$ cat src/rtl/i2s_dac_tx_pkg.sv
// rtl/i2s_dac_tx_pkg.sv - shared defaults and serializer action codes for the I2S DAC transmitter
package i2s_dac_tx_pkg;

    localparam int DW_DEFAULT         = 16;
    localparam int FIFO_DEPTH_DEFAULT = 8;
    localparam int UCNT_W_DEFAULT     = 16;

    // LRCK level that marks the left channel slot
    localparam logic I2S_LEFT = 1'b0;

    // What the serializer does on a given system clock cycle
    typedef enum logic [2:0] {
        ACT_NONE,
        ACT_LEFT_START,
        ACT_RIGHT_START,
        ACT_SHIFT,
        ACT_PAD
    } ser_act_e;

endpackage

$ cat src/rtl/i2s_dac_tx_sync_fifo.sv
// rtl/i2s_dac_tx_sync_fifo.sv - single-clock FIFO holding stereo frames for the I2S transmitter
module i2s_dac_tx_sync_fifo #(
    parameter int W     = 32,
    parameter int DEPTH = 8
) (
    input  logic                     clk,
    input  logic                     rst_n,
    input  logic                     push_i,
    input  logic [W-1:0]             wdata_i,
    input  logic                     pop_i,
    output logic [W-1:0]             rdata_o,
    output logic                     full_o,
    output logic                     empty_o,
    output logic [$clog2(DEPTH):0]   level_o
);

    localparam int AW = $clog2(DEPTH);

    logic [W-1:0] mem_q [DEPTH];
    logic [AW:0]  wr_ptr_q;
    logic [AW:0]  rd_ptr_q;

    // Storage array; contents are don't-care until written, so no reset
    always_ff @(posedge clk) begin
        if (push_i) begin
            mem_q[wr_ptr_q[AW-1:0]] <= wdata_i;
        end
    end

    // Pointers carry an extra wrap bit so full and empty are distinguishable
    always_ff @(posedge clk or negedge rst_n) begin
        if (!rst_n) begin
            wr_ptr_q <= '0;
            rd_ptr_q <= '0;
        end else begin
            if (push_i) wr_ptr_q <= wr_ptr_q + 1'b1;
            if (pop_i)  rd_ptr_q <= rd_ptr_q + 1'b1;
        end
    end

    assign rdata_o = mem_q[rd_ptr_q[AW-1:0]];
    assign level_o = wr_ptr_q - rd_ptr_q;
    assign empty_o = (wr_ptr_q == rd_ptr_q);
    assign full_o  = (wr_ptr_q[AW] != rd_ptr_q[AW]) &&
                     (wr_ptr_q[AW-1:0] == rd_ptr_q[AW-1:0]);

endmodule

$ cat src/rtl/i2s_dac_tx.sv
// rtl/i2s_dac_tx.sv - I2S DAC data transmitter slaved to codec BCLK/LRCK, with frame FIFO and underrun counter
module i2s_dac_tx
    import i2s_dac_tx_pkg::*;
#(
    parameter int DW         = DW_DEFAULT,
    parameter int FIFO_DEPTH = FIFO_DEPTH_DEFAULT,
    parameter int UCNT_W     = UCNT_W_DEFAULT
) (
    input  logic                          clkin_50,
    input  logic                          rst_n,
    input  logic [DW-1:0]                 sample_l,
    input  logic [DW-1:0]                 sample_r,
    input  logic                          sample_valid,
    output logic                          sample_ready,
    input  logic                          enable,
    input  logic                          aud_bclk,
    input  logic                          aud_dac_lrck,
    output logic                          aud_dac_dat,
    output logic [$clog2(FIFO_DEPTH):0]   fifo_level,
    output logic [UCNT_W-1:0]             underrun_cnt,
    input  logic                          clr_underrun
);

    localparam int CW = $clog2(DW + 1);

    logic              bclk_s1_q, bclk_s2_q, bclk_s3_q;
    logic              lrck_s1_q, lrck_s2_q;
    logic              ready_q;
    logic [DW-1:0]     shreg_q, shreg_d;
    logic [DW-1:0]     hold_r_q, hold_r_d;
    logic [CW-1:0]     bit_cnt_q, bit_cnt_d;
    logic              active_q, active_d;
    logic              lrck_last_q, lrck_last_d;
    logic              dat_q, dat_d;
    logic [UCNT_W-1:0] ucnt_q, ucnt_d;
    logic              bclk_fall;
    logic              carry_bit;
    logic              pop;
    logic              underrun_inc;
    logic              fifo_full, fifo_empty;
    logic [2*DW-1:0]   fifo_rdata;
    ser_act_e          act;

    // Bring the codec clocks into clkin_50; third bclk flop gives the previous value for edge detect
    always_ff @(posedge clkin_50 or negedge rst_n) begin
        if (!rst_n) begin
            bclk_s1_q <= 1'b0;
            bclk_s2_q <= 1'b0;
            bclk_s3_q <= 1'b0;
            lrck_s1_q <= 1'b0;
            lrck_s2_q <= 1'b0;
        end else begin
            bclk_s1_q <= aud_bclk;
            bclk_s2_q <= bclk_s1_q;
            bclk_s3_q <= bclk_s2_q;
            lrck_s1_q <= aud_dac_lrck;
            lrck_s2_q <= lrck_s1_q;
        end
    end

    // Hold ready low while in reset and for the first cycle after it
    always_ff @(posedge clkin_50 or negedge rst_n) begin
        if (!rst_n) ready_q <= 1'b0;
        else        ready_q <= 1'b1;
    end

    assign bclk_fall    = bclk_s3_q & ~bclk_s2_q;
    assign sample_ready = ready_q & ~fifo_full;

    i2s_dac_tx_sync_fifo #(
        .W     (2 * DW),
        .DEPTH (FIFO_DEPTH)
    ) u_fifo (
        .clk     (clkin_50),
        .rst_n   (rst_n),
        .push_i  (sample_valid & sample_ready),
        .wdata_i ({sample_l, sample_r}),
        .pop_i   (pop),
        .rdata_o (fifo_rdata),
        .full_o  (fifo_full),
        .empty_o (fifo_empty),
        .level_o (fifo_level)
    );

    // Classify the current cycle: channel boundary, data shift, pad bit, or nothing
    always_comb begin
        act = ACT_NONE;
        if (bclk_fall) begin
            if (lrck_s2_q != lrck_last_q) begin
                act = (lrck_s2_q == I2S_LEFT) ? ACT_LEFT_START : ACT_RIGHT_START;
            end else if (bit_cnt_q != '0) begin
                act = ACT_SHIFT;
            end else begin
                act = ACT_PAD;
            end
        end
    end

    // When the slot is exactly DW bits wide the LSB of the previous word lands in the
    // first bit time of the next slot; otherwise that bit time is the zero delay bit.
    assign carry_bit = (bit_cnt_q != '0) ? shreg_q[DW-1] : 1'b0;

    // Serializer next state, FIFO pop and underrun detection
    always_comb begin
        shreg_d      = shreg_q;
        hold_r_d     = hold_r_q;
        bit_cnt_d    = bit_cnt_q;
        active_d     = active_q;
        lrck_last_d  = lrck_last_q;
        dat_d        = dat_q;
        pop          = 1'b0;
        underrun_inc = 1'b0;
        case (act)
            ACT_LEFT_START: begin
                lrck_last_d = lrck_s2_q;
                dat_d       = carry_bit;
                bit_cnt_d   = CW'(DW);
                active_d    = enable;
                if (enable && !fifo_empty) begin
                    pop      = 1'b1;
                    shreg_d  = fifo_rdata[2*DW-1:DW];
                    hold_r_d = fifo_rdata[DW-1:0];
                end else begin
                    shreg_d      = '0;
                    hold_r_d     = '0;
                    underrun_inc = enable;
                end
            end
            ACT_RIGHT_START: begin
                lrck_last_d = lrck_s2_q;
                dat_d       = carry_bit;
                bit_cnt_d   = CW'(DW);
                shreg_d     = active_q ? hold_r_q : '0;
            end
            ACT_SHIFT: begin
                dat_d     = shreg_q[DW-1];
                shreg_d   = {shreg_q[DW-2:0], 1'b0};
                bit_cnt_d = bit_cnt_q - 1'b1;
            end
            ACT_PAD: begin
                dat_d = 1'b0;
            end
            default: ;
        endcase
    end

    // Underrun counter: clear has priority, saturates at all-ones
    always_comb begin
        ucnt_d = ucnt_q;
        if (clr_underrun) begin
            ucnt_d = '0;
        end else if (underrun_inc && (ucnt_q != '1)) begin
            ucnt_d = ucnt_q + 1'b1;
        end
    end

    // Serializer and counter registers; reset forces the data pin low immediately
    always_ff @(posedge clkin_50 or negedge rst_n) begin
        if (!rst_n) begin
            shreg_q     <= '0;
            hold_r_q    <= '0;
            bit_cnt_q   <= '0;
            active_q    <= 1'b0;
            lrck_last_q <= 1'b1;
            dat_q       <= 1'b0;
            ucnt_q      <= '0;
        end else begin
            shreg_q     <= shreg_d;
            hold_r_q    <= hold_r_d;
            bit_cnt_q   <= bit_cnt_d;
            active_q    <= active_d;
            lrck_last_q <= lrck_last_d;
            dat_q       <= dat_d;
            ucnt_q      <= ucnt_d;
        end
    end

    assign aud_dac_dat  = dat_q;
    assign underrun_cnt = ucnt_q;

endmodule

$ cat config.mk
export PLATFORM = sky130hd
export DESIGN_NAME = i2s_dac_tx
export DESIGN_NICKNAME = d
export VERILOG_FILES = /design/src/rtl/i2s_dac_tx_pkg.sv /design/src/rtl/i2s_dac_tx_sync_fifo.sv /design/src/rtl/i2s_dac_tx.sv
export SDC_FILE = /design/constraint.sdc
export NUM_CORES = 1
export LEC_CHECK = 0
export BUFFER_PORTS_ARGS = -buffer_cell sky130_fd_sc_hd__buf_2
export CORE_MARGIN = 3
export CORE_UTILIZATION = 45
export CTS_CLUSTER_SIZE = 40
export DETAILED_ROUTE_END_ITERATION = 12
export SLEW_MARGIN = 20
export SYNTH_ARGS = -nofsm -noshare
export SYNTH_HDL_FRONTEND = slang
export SYNTH_SLANG_ARGS = --single-unit
$ cat constraint.sdc
create_clock -name clkin_50 -period 9.6 [get_ports clkin_50]
set_clock_uncertainty 0.15 [all_clocks]
set_input_delay 0.96 -clock clkin_50 [delete_from_list [all_inputs] [get_ports clkin_50]]
set_output_delay 0.96 -clock clkin_50 [all_outputs]
set_load 0.05 [all_outputs]
==> impl_metrics.env, run 1 <==
export IMPL_p_switching_mw=1.14
export IMPL_critPathArrivalTime_ps=2590
export IMPL_seqPwrFrac_pct=45.7
export IMPL_r2r_start="u_fifo.rd_ptr_q[0]"
export IMPL_synth_edf_count=256
export IMPL_path_clk_slew_ps=60
export IMPL_die_w_um=177
export IMPL_synthFlopType="edfxtp_1"
export IMPL_worstHoldPathType="reg -> reg"
export IMPL_cts_root_buf="clkbuf_16"
export IMPL_hold_buffers=0
export IMPL_synth_async_reset_ratio_pct=21.5
export IMPL_cts_resized_gates=0
export IMPL_critPathTopFamily="flip-flops"
export IMPL_slew_viol_final=0
export IMPL_cts_sinks=326
export IMPL_synth_seq_area_share_pct=72.1
export IMPL_syn_num_nets=779
export IMPL_rows=61
export IMPL_pre_cts_slack_ps=5610
export IMPL_ios=61
export IMPL_grt_overflow=0
export IMPL_total_leakage_power_nw=5.17
export IMPL_synth_distinct_cells=54
export IMPL_wl_per_cell_um=21.3
export IMPL_drive_gt1_share_pct=25.4
export IMPL_syn_inst=731
export IMPL_min_from="lrck_s1_q"
export IMPL_rrSetupSlack_ps=5920
export IMPL_fin_hold_ws_ps=212
export IMPL_dieHeight_um=177
export IMPL_r2r_end="u_fifo.mem_q[0][19]"
export IMPL_firstDrtPassIters=4
export IMPL_setup_ws_ps=5900
export IMPL_vias=6793
export IMPL_finalCritPeriodShare_pct=38.6
export IMPL_slowest_delay_ps=640
export IMPL_clock_power_share_pct=32.0
export IMPL_antenna_cells=0
export IMPL_avgSynthCellArea_um2=17.9
export IMPL_power_density_nw_per_um2=261
export IMPL_p_int_mw=2.82
export IMPL_run_status="completed"
export IMPL_gp_congestion=0.792
export IMPL_drt_antenna_violating_nets=0
export IMPL_worstPathCellList="buf_16 -> ha_1 -> fa_1 -> xnor2_1 -> buf_2"
export IMPL_hold_depth=0
export IMPL_grt_pass1_vias=7291
export IMPL_drt_total_wl_mm=25.8
export IMPL_htreeDepth=2
export IMPL_syn_area_um2=13100
export IMPL_place_port_buffers=60
export IMPL_cts_made_buffers=35
export IMPL_drv_cap=0
export IMPL_critPathBufInv=2
export IMPL_hold_viol=0
export IMPL_clkLatencyLatePin_ps=520
export IMPL_fmax_mhz=270
export IMPL_critical_path_max_fanout=34
export IMPL_worstMarginPinSlew_ps=1070
export IMPL_clockBufferDepth=3
export IMPL_setup_viol=0
export IMPL_combPwrFrac_pct=22.4
export IMPL_initial_core_util_pct=46.4
export IMPL_cts_tree="yes"
export IMPL_slew_headroom_pct=28.1
export IMPL_die_area_um2=31200
export IMPL_grt_pass1_wl_mm=41.8
export IMPL_cp_start_kind="flip-flop"
export IMPL_cts_setup_buffers=0
export IMPL_end_kind="output port"
export IMPL_tns_ps=0
export IMPL_coreArea_um2=28200
export IMPL_antenna_found_initial=0
export IMPL_cp_slowest_cell="dfrtp_4"
export IMPL_hpwl_mm=16.0
export IMPL_yosys_warnings=0
export IMPL_via_per_inst=5.60
export IMPL_worstSetupPathType="reg -> out"
export IMPL_gr_usage_all_layers_pct=17.2
export IMPL_worst_endpoint_required_ps=8490
export IMPL_nets=856
export IMPL_period_needed_ps=3700
export IMPL_vdd_ir_drop_max_mv=0.130
export IMPL_drtIter0Drc=386
export IMPL_hold_end="lrck_s2_q"
export IMPL_r2r_cells=7
export IMPL_ys_ff_latch=326
export IMPL_drcViolationCount=0
export IMPL_areaGrowthSynthToFinish_pct=15.8
export IMPL_rsz0062_at_grt="false"
export IMPL_grt_start_max_net_pins=71
export IMPL_swShare_pct=28.7
-- registers in the layout (all words and copies together), names as in the netlist --
| signal | flops |
|---|---|
| ready_q | 1 |
| bit_cnt_q | 5 |
| aud_dac_dat | 1 |
| lrck_s1_q | 1 |
| lrck_last_q | 1 |
| bclk_s2_q | 1 |
| u_fifo.rd_ptr_q | 4 |
| underrun_cnt | 16 |
| bclk_s1_q | 1 |
| u_fifo.mem_q | 256 |
| hold_r_q | 16 |
| u_fifo.wr_ptr_q | 4 |
| bclk_s3_q | 1 |
| lrck_s2_q | 1 |
| active_q | 1 |
| shreg_q | 16 |
-- placed cells by master (no fill, tap or decap), types with 19 or more instances in the layout --
master	netlist	final
edfxtp_1	256	256
dfrtp_1	69	67
mux4_2	64	64
buf_2	7	60
nor3_1	40	38
clkbuf_16	0	35
mux2i_1	32	32
nand2_1	29	29
o21ai_0	19	19
-- stage by stage --
step	power [mW]	utilization [%]	cell area [µm²]	std cells
finish	3.96	53.7	15200	1212
global route	4.17	53.7	15200	1212
CTS	4.01	53.5	15100	1210
detailed placement	2.73	49.6	14000	1147
global placement	2.69	49.1	13900	1142
floorplan	2.46	-	13100	731
-- kinds of logic after synthesis --
| logic type | synth area share (%) |
|---|---|
| buffers and inverters | 1.59 |
| multiplexers | 14.3 |
| flip-flops | 72.1 |
| AND/OR/NAND/NOR | 5.89 |
| XOR/XNOR | 0.936 |
| other | 0.0286 |
| adder cells (fa/ha/maj) | 0.917 |
| AO/OA/AOI/OAI | 4.26 |
-- Yosys cell counts (all sizes together) (4+ instances only) --
library cell	number	area share, %
o31ai	5	0.29
edfxtp	256	59
nor2b	8	0.38
a211oi	4	0.23
o22a	15	1.0
mux4	64	11
nor2	20	0.57
nand3	9	0.38
o2bb2ai	15	1.0
xnor2	8	0.53
o21ai	19	0.73
or4	5	0.32
a21oi	10	0.38
xor2	6	0.40
ha	8	0.76
mux2	10	0.86
nor3	40	1.5
and4	4	0.27
mux2i	32	2.4
dfrtp	69	13
nand2b	4	0.19
nand4	6	0.29
inv	13	0.37
nor4	5	0.24
buf	15	0.55
or3	4	0.19
clkbuf	23	0.66
nand2	29	0.83
-- how the worst max path moves through the flow --
stage | startpoint | endpoint | slack (ps) | cells past startpoint
final | u_fifo.rd_ptr_q[0] | fifo_level[2] | 5900 | 5
after global routing | u_fifo.rd_ptr_q[0] | u_fifo.mem_q[0][18] | 5630 | 7
after CTS | u_fifo.rd_ptr_q[0] | u_fifo.mem_q[0][19] | 5570 | 6
after detailed placement | u_fifo.rd_ptr_q[0] | u_fifo.mem_q[0][24] | 5610 | 6
after global placement | u_fifo.rd_ptr_q[0] | u_fifo.mem_q[0][31] | 5460 | 6
after floorplan | u_fifo.rd_ptr_q[1] | u_fifo.mem_q[0][0] | 4410 | 8
-- per-layer routing --
metal / part of all wire, % / vias up / track usage, %
li1: - / 3089 / -
met1: 42 / 3530 / 23.2
met2: 51 / 139 / 29.6
met3: 4.2 / 35 / 2.51
met4: 1.9 / 0 / 4.65
met5: 0 / - / 0
-- final cells by class --
type                            count  area, µm²
Clock buffer                       46        957
Clock inverter                     17        149
Fill cell                        2248      13100
Inverter                           13       48.8
Multi-Input combinational cell    354       3520
Sequential cell                   326       9450
Tap cell                          378        473
Timing Repair Buffer               78        568
-- power groups by stage --
stage | clock (mW) | combinational (mW) | sequential, mW
CTS | 1.30 | 0.855 | 1.85
floorplan | 0 | 0.672 | 1.78
finish | 1.27 | 0.886 | 1.81
detailed placement | 0 | 0.853 | 1.88
global placement | 0 | 0.823 | 1.87
global route | 1.37 | 0.972 | 1.83
(Power assumes the default switching activity.)
==> run 2, diff against run 1 <==
--- a/config.mk
+++ b/config.mk
@@ -5,6 +5,7 @@
 export SDC_FILE = /design/constraint.sdc
 export NUM_CORES = 1
 export LEC_CHECK = 0
+export ABC_AREA = 1
 export BUFFER_PORTS_ARGS = -buffer_cell sky130_fd_sc_hd__buf_2
 export CORE_MARGIN = 3
 export CORE_UTILIZATION = 45
==> constraint.sdc (replaced) <==
create_clock -name clkin_50 -period 3.64 [get_ports clkin_50]
set_clock_uncertainty 0.15 [all_clocks]
set_input_delay 0.364 -clock clkin_50 [delete_from_list [all_inputs] [get_ports clkin_50]]
set_output_delay 0.364 -clock clkin_50 [all_outputs]
set_load 0.05 [all_outputs]
==> run 2 against run 1 <==
Effect of this change:
- clock power rose to 2.8 times the previous value
- combinational power rose to 4.1 times the previous value
- via count rose by 38%
- sequential cell count did not move
- die area rose by 6.6%
- worst hold slack got worse by 210 ps
- highest routed layer unchanged
==> impl_metrics.env, run 2 <==
export IMPL_worstHoldPathType="in -> reg"
export IMPL_drt_antenna_violating_nets=0
export IMPL_setup_viol=0
export IMPL_avgSynthCellArea_um2=10.6
export IMPL_drt_total_wl_mm=32.4
export IMPL_final_common_cell="nand2_1"
export IMPL_worstMarginPinSlew_ps=988
export IMPL_final_cell_mix="nand2_1, edfxtp_1, nor2_1, nand3_1, o21ai_0"
export IMPL_hpwl_mm=18.3
export IMPL_dieHeight_um=182
export IMPL_finalCritPeriodShare_pct=83.2
export IMPL_critical_path_max_fanout=81
export IMPL_path_clk_slew_ps=60
export IMPL_clkLatencyLatePin_ps=520
export IMPL_clockBufferDepth=3
export IMPL_total_leakage_power_nw=6.29
export IMPL_power_density_nw_per_um2=744
export IMPL_cts_made_buffers=37
export IMPL_r2r_start="u_fifo.wr_ptr_q[2]"
export IMPL_gr_usage_all_layers_pct=19.4
export IMPL_fmax_mhz=330
export IMPL_tns_ps=0
export IMPL_largest_reg_flops=256
export IMPL_synthFlopType="edfxtp_1"
export IMPL_antenna_cells=0
export IMPL_rows=63
export IMPL_synth_area_leaders="edfxtp_1, dfrtp_1, nand2_1, nor2_1, nand3_1"
export IMPL_synth_async_reset_ratio_pct=21.5
export IMPL_period_needed_ps=3030
export IMPL_slew_viol_final=0
export IMPL_crit_path_end="fifo_level[1]"
export IMPL_yosysMostFrequentCell="nand2_1"
export IMPL_synth_top_cell_by_area="edfxtp_1"
export IMPL_hold_viol=0
export IMPL_die_area_um2=33200
export IMPL_synthTopCellsByCount="nand2_1, edfxtp_1, nor2_1"
export IMPL_synth_distinct_cells=38
export IMPL_htreeDepth=2
export IMPL_ys_ff_latch=326
export IMPL_fin_hold_ws_ps=5.80
export IMPL_firstDrtPassIters=4
export IMPL_via_per_inst=5.14
export IMPL_cts_sinks=326
export IMPL_grt_overflow=0
export IMPL_synth_seq_area_share_pct=67.5
export IMPL_die_w_um=182
export IMPL_crit_start="u_fifo.rd_ptr_q[1]"
export IMPL_drv_cap=0
export IMPL_cp_start_kind="flip-flop"
export IMPL_areaGrowthSynthToFinish_pct=15.6
export IMPL_r2r_cells=9
export IMPL_slew_headroom_pct=34.2
export IMPL_gp_congestion=0.790
export IMPL_nets=1457
export IMPL_worst_endpoint_required_ps=3130
export IMPL_end_kind="output port"
export IMPL_vias=9390
export IMPL_rrSetupSlack_ps=810
export IMPL_critPathArrivalTime_ps=2510
export IMPL_power_mw=12.0
export IMPL_worstSetupPathType="reg -> out"
export IMPL_syn_inst=1325
export IMPL_cts_tree="yes"
export IMPL_antenna_found_initial=0
export IMPL_coreArea_um2=30100
export IMPL_syn_area_um2=14000
export IMPL_wl_per_cell_um=17.8
export IMPL_rsz0062_at_grt="false"
export IMPL_grt_pass1_vias=9062
export IMPL_cts_setup_buffers=0
export IMPL_synth_top_area_share_pct=54.9
export IMPL_r2r_end="u_fifo.mem_q[4][17]"
export IMPL_grt_start_max_net_pins=82
export IMPL_yosys_warnings=0
export IMPL_syn_num_nets=1373
export IMPL_drtIter0Drc=666
export IMPL_cts_root_buf="clkbuf_16"
export IMPL_ios=61
export IMPL_synth_edf_count=256
export IMPL_drive_gt1_share_pct=12.2
export IMPL_place_port_buffers=60
export IMPL_drcViolationCount=0
export IMPL_initial_core_util_pct=46.5
export IMPL_run_status="completed"
export IMPL_grt_pass1_wl_mm=51.0
export IMPL_vdd_ir_drop_max_mv=0.522
export IMPL_hold_depth=1
## run 2: changes by cell type in the layout (fill, tap and decap cells not counted), moves of 15 or more
cell           delta
nor3_1           -37
nor2_1          +215
inv_1            +49
o22a_1           -15
nand3_1         +114
mux2i_1          -32
mux4_2           -64
o21ai_0          +58
o2bb2ai_1        -15
dlygate4sd3_1    +27
nand2_1         +257
or2_0            +28
o21ai_1          +16
## run 2: per-stage QoR
stage / utilization (%) / std cells / setup slack [ps] / area [µm²]
2_1_floorplan: - / 1325 / -67.1 / 14000
3_3_place_gp: 49.0 / 1733 / 862 / 14700
3_5_place_dp: 49.0 / 1733 / 810 / 14700
4_1_cts: 53.7 / 1826 / 554 / 16200
5_1_grt: 53.7 / 1826 / 493 / 16200
6_report: 53.7 / 1826 / 612 / 16200
## run 2: logic make-up after synthesis
group,Yosys count,synth area share (%)
and+or+nand+nor,720,21.9
DFF,326,67.5
buffers and inverters,129,4.13
AOI/OAI and AO/OA,124,4.66
xor gates and xnor gates,16,1.00
adders and majority gates,9,0.858
other,1,0.0268
## run 2: timing repair
item | in CTS | in global routing
resized for setup | 0 | 0
hold buffers | 27 | 0
hold endpoints to repair | 250 | 0
## run 2: where the power goes
part	switching [mW]	internal (mW)
Combinational	2.61	1.06
Clock	1.43	2.14
Sequential	0.255	4.54
Total	4.29	7.75
## run 2: layout make-up
type	instances	area (µm²)
inverters	67	253
repair buffers	107	786
clock buffers	53	1050
fillers	2656	13900
clock inverters	13	116
well taps	390	488
multi-input cells	870	4040
flip-flops and latches	326	9450
## run 2: worst min-delay path by stage
stage | start | end | slack [ps]
after floorplan | rst_n | active_q | -80
after global placement | bclk_s1_q | bclk_s2_q | 190
after detailed placement | bclk_s1_q | bclk_s2_q | 180
after CTS | sample_l[0] | u_fifo.mem_q[0][16] | 0.6
after global routing | sample_r[4] | u_fifo.mem_q[2][4] | 10
final | sample_r[4] | u_fifo.mem_q[5][4] | 6
## run 2: critical path, cell delays in order, from the launching register on
cell     delay, ps
dfrtp_2        360
buf_4          750
fa_1           550
inv_1           70
buf_2          250
## run 2: layer usage
metal  GRT usage, %  part of all wire, %  up-vias
met1           27.7                   46     4511
met5              0                    0        -
met2           31.7                   47      214
met3           2.87                  4.9       48
li1               -                    -     4617
met4           4.75                  1.9        0
==> run 3, diff against run 2 <==
==> constraint.sdc (replaced) <==
create_clock -name clkin_50 -period 2.64 [get_ports clkin_50]
set_clock_uncertainty 0.15 [all_clocks]
set_input_delay 0.264 -clock clkin_50 [delete_from_list [all_inputs] [get_ports clkin_50]]
set_output_delay 0.264 -clock clkin_50 [all_outputs]
set_load 0.05 [all_outputs]
==> run 3 against run 2 <==
Effect of this change:
- non-clock buffer count up 20
- core utilization up 0.98 points
- worst hold slack better by 160 ps
- cell count up 1.0%
- routed wire length down 1.0%
- first-iteration DRC count up 17%
- sequential power up 38%
- critical path depth unchanged
- global-route usage up 0.30 points
- via count down 0.19%
- register-to-register slack worse by 550 ps
- die area unchanged
==> impl_metrics.env, run 3 (synthesis results as in run 2) <==
export IMPL_grt_pass1_wl_mm=51.7
export IMPL_grt_pass1_vias=9292
export IMPL_cts_tree="yes"
export IMPL_cts_made_buffers=36
export IMPL_coreArea_um2=30100
export IMPL_p_switching_mw=6.01
export IMPL_rsz0062_at_grt="false"
export IMPL_period_needed_ps=2570
export IMPL_drt_antenna_violating_nets=0
export IMPL_design_area_um2=16500
export IMPL_drtIter0Drc=779
export IMPL_rows=63
export IMPL_place_port_buffers=60
export IMPL_vdd_ir_drop_max_mv=0.725
export IMPL_worstSetupPathType="reg -> out"
export IMPL_final_common_cell="nand2_1"
export IMPL_slew_headroom_pct=38.2
export IMPL_gr_usage_all_layers_pct=19.7
export IMPL_drive_gt1_share_pct=13.3
export IMPL_critPathArrivalTime_ps=2150
export IMPL_multi_input_area_um2=4090
export IMPL_clkLatencyLatePin_ps=520
export IMPL_seqPwrFrac_pct=39.3
export IMPL_p_int_mw=10.8
export IMPL_wl_per_cell_um=17.4
export IMPL_combPwrFrac_pct=31.6
export IMPL_antenna_found_initial=0
export IMPL_power_mw=16.9
export IMPL_cts_root_buf="clkbuf_16"
export IMPL_hpwl_mm=19.6
export IMPL_final_cell_mix="nand2_1, edfxtp_1, nor2_1, nand3_1, o21ai_0"
export IMPL_areaGrowthSynthToFinish_pct=17.7
export IMPL_grt_overflow=0
export IMPL_fin_hold_ws_ps=163
export IMPL_gp_congestion=0.821
export IMPL_regArea_um2=9450
export IMPL_htreeDepth=2
export IMPL_swShare_pct=35.7
export IMPL_dieHeight_um=182
export IMPL_drv_cap=0
export IMPL_grt_start_max_net_pins=132
export IMPL_final_core_util_pct=54.7
export IMPL_end_kind="output port"
export IMPL_cp_start_kind="flip-flop"
export IMPL_firstDrtPassIters=5
export IMPL_antenna_cells=0
export IMPL_worstHoldPathType="in -> async"
export IMPL_cts_sinks=326
export IMPL_dpl_cell_area_um2=14900
export IMPL_slew_viol_final=0
export IMPL_run_status="completed"
export IMPL_die_area_um2=33200
export IMPL_largest_reg_flops=256
export IMPL_nets=1476
export IMPL_vias=9372
export IMPL_path_clk_slew_ps=60
export IMPL_power_density_nw_per_um2=1020
export IMPL_die_w_um=182
export IMPL_ios=61
export IMPL_fmax_mhz=390
export IMPL_drcViolationCount=0
export IMPL_worst_endpoint_required_ps=2230
export IMPL_fillers=2665
export IMPL_initial_core_util_pct=46.5
export IMPL_finalCritPeriodShare_pct=97.2
export IMPL_total_leakage_power_nw=6.41
export IMPL_worstMarginPinSlew_ps=927
export IMPL_drt_total_wl_mm=32.1
export IMPL_clockBufferDepth=3
export IMPL_hold_viol=0
export IMPL_via_per_inst=5.08
export IMPL_critical_path_max_fanout=5
export IMPL_clock_power_share_pct=29.1
export IMPL_setup_viol=0
==> run 3: changes by cell type in the layout (fill, tap and decap cells not counted), moves of 3 or more <==
| cell | change |
|---|---|
| dlygate4sd3_1 | +11 |
| buf_4 | +8 |
| clkbuf_1 | -5 |
| buf_12 | +4 |
| clkinv_1 | +4 |
| buf_2 | -3 |
| ha_1 | -3 |
| inv_1 | -3 |
==> run 3: power by group through the flow <==
stage	Combinational [mW]	Clock [mW]	Sequential [mW]
2_1_floorplan	3.85	0	6.62
5_1_grt	6.00	5.24	6.69
3_3_place_gp	5.22	0	6.71
6_report	5.32	4.90	6.63
4_1_cts	5.39	5.00	6.64
3_5_place_dp	5.27	0	6.73
==> run 3: path summary, 6_finish.rpt <==
| path | end | from | slack [ps] | cells after the start |
|---|---|---|---|---|
| setup / recovery | fifo_level[2] | u_fifo.wr_ptr_q[1] | 70 | 4 |
| hold / removal | shreg_q[3] | rst_n | 160 | 2 |
| setup reg to reg | u_fifo.mem_q[6][29] | u_fifo.rd_ptr_q[2] | 260 | 10 |
| hold reg to reg | bclk_s2_q | bclk_s1_q | 210 | 0 |
| max in group asynchronous | hold_r_q[11] | rst_n | 1540 | 3 |
| min in group clkin_50 | bclk_s2_q | bclk_s1_q | 210 | 0 |
==> run 3: area by class of cell <==
class | count | share of cell area, %
well taps | 390 | 2.96
repair buffers | 127 | 6.20
flip-flops and latches | 326 | 57.3
clock buffers | 45 | 5.86
clock inverters | 20 | 1.20
multi-input cells | 870 | 24.9
inverters | 67 | 1.57
==> run 3: worst max-delay path, cell delays in order, from the launching register on <==
cell and delay [ps]:
dfrtp_1 490, inv_1 210, fa_1 480, xnor2_2 220, buf_4 240
==> run 3: timing repair <==
item / CTS / global route
endpoints found under the setup margin: 2 / 2
setup buffers: 0 / 0
gates resized for setup: 3 / 5
hold buffers: 38 / 0
hold endpoints to repair: 311 / 0
==> run 3: stage by stage <==
| stage | TNS, ps | instances | worst slack [ps] |
|---|---|---|---|
| finish | 0 | 1845 | 74.2 |
| CTS | -23.5 | 1845 | -18.7 |
| floorplan | -7810 | 1325 | -203 |
| detailed placement | 0 | 1742 | 268 |
| global placement | 0 | 1742 | 315 |
| global route | 0 | 1845 | 16.5 |
==> run 3: metal layers <==
layer	vias up	track usage, %	part of all wire [%]
met4	0	5.12	2.3
met5	-	0	0
met1	4493	28.8	47
met3	47	2.49	4.2
li1	4659	-	-
met2	173	31.6	46
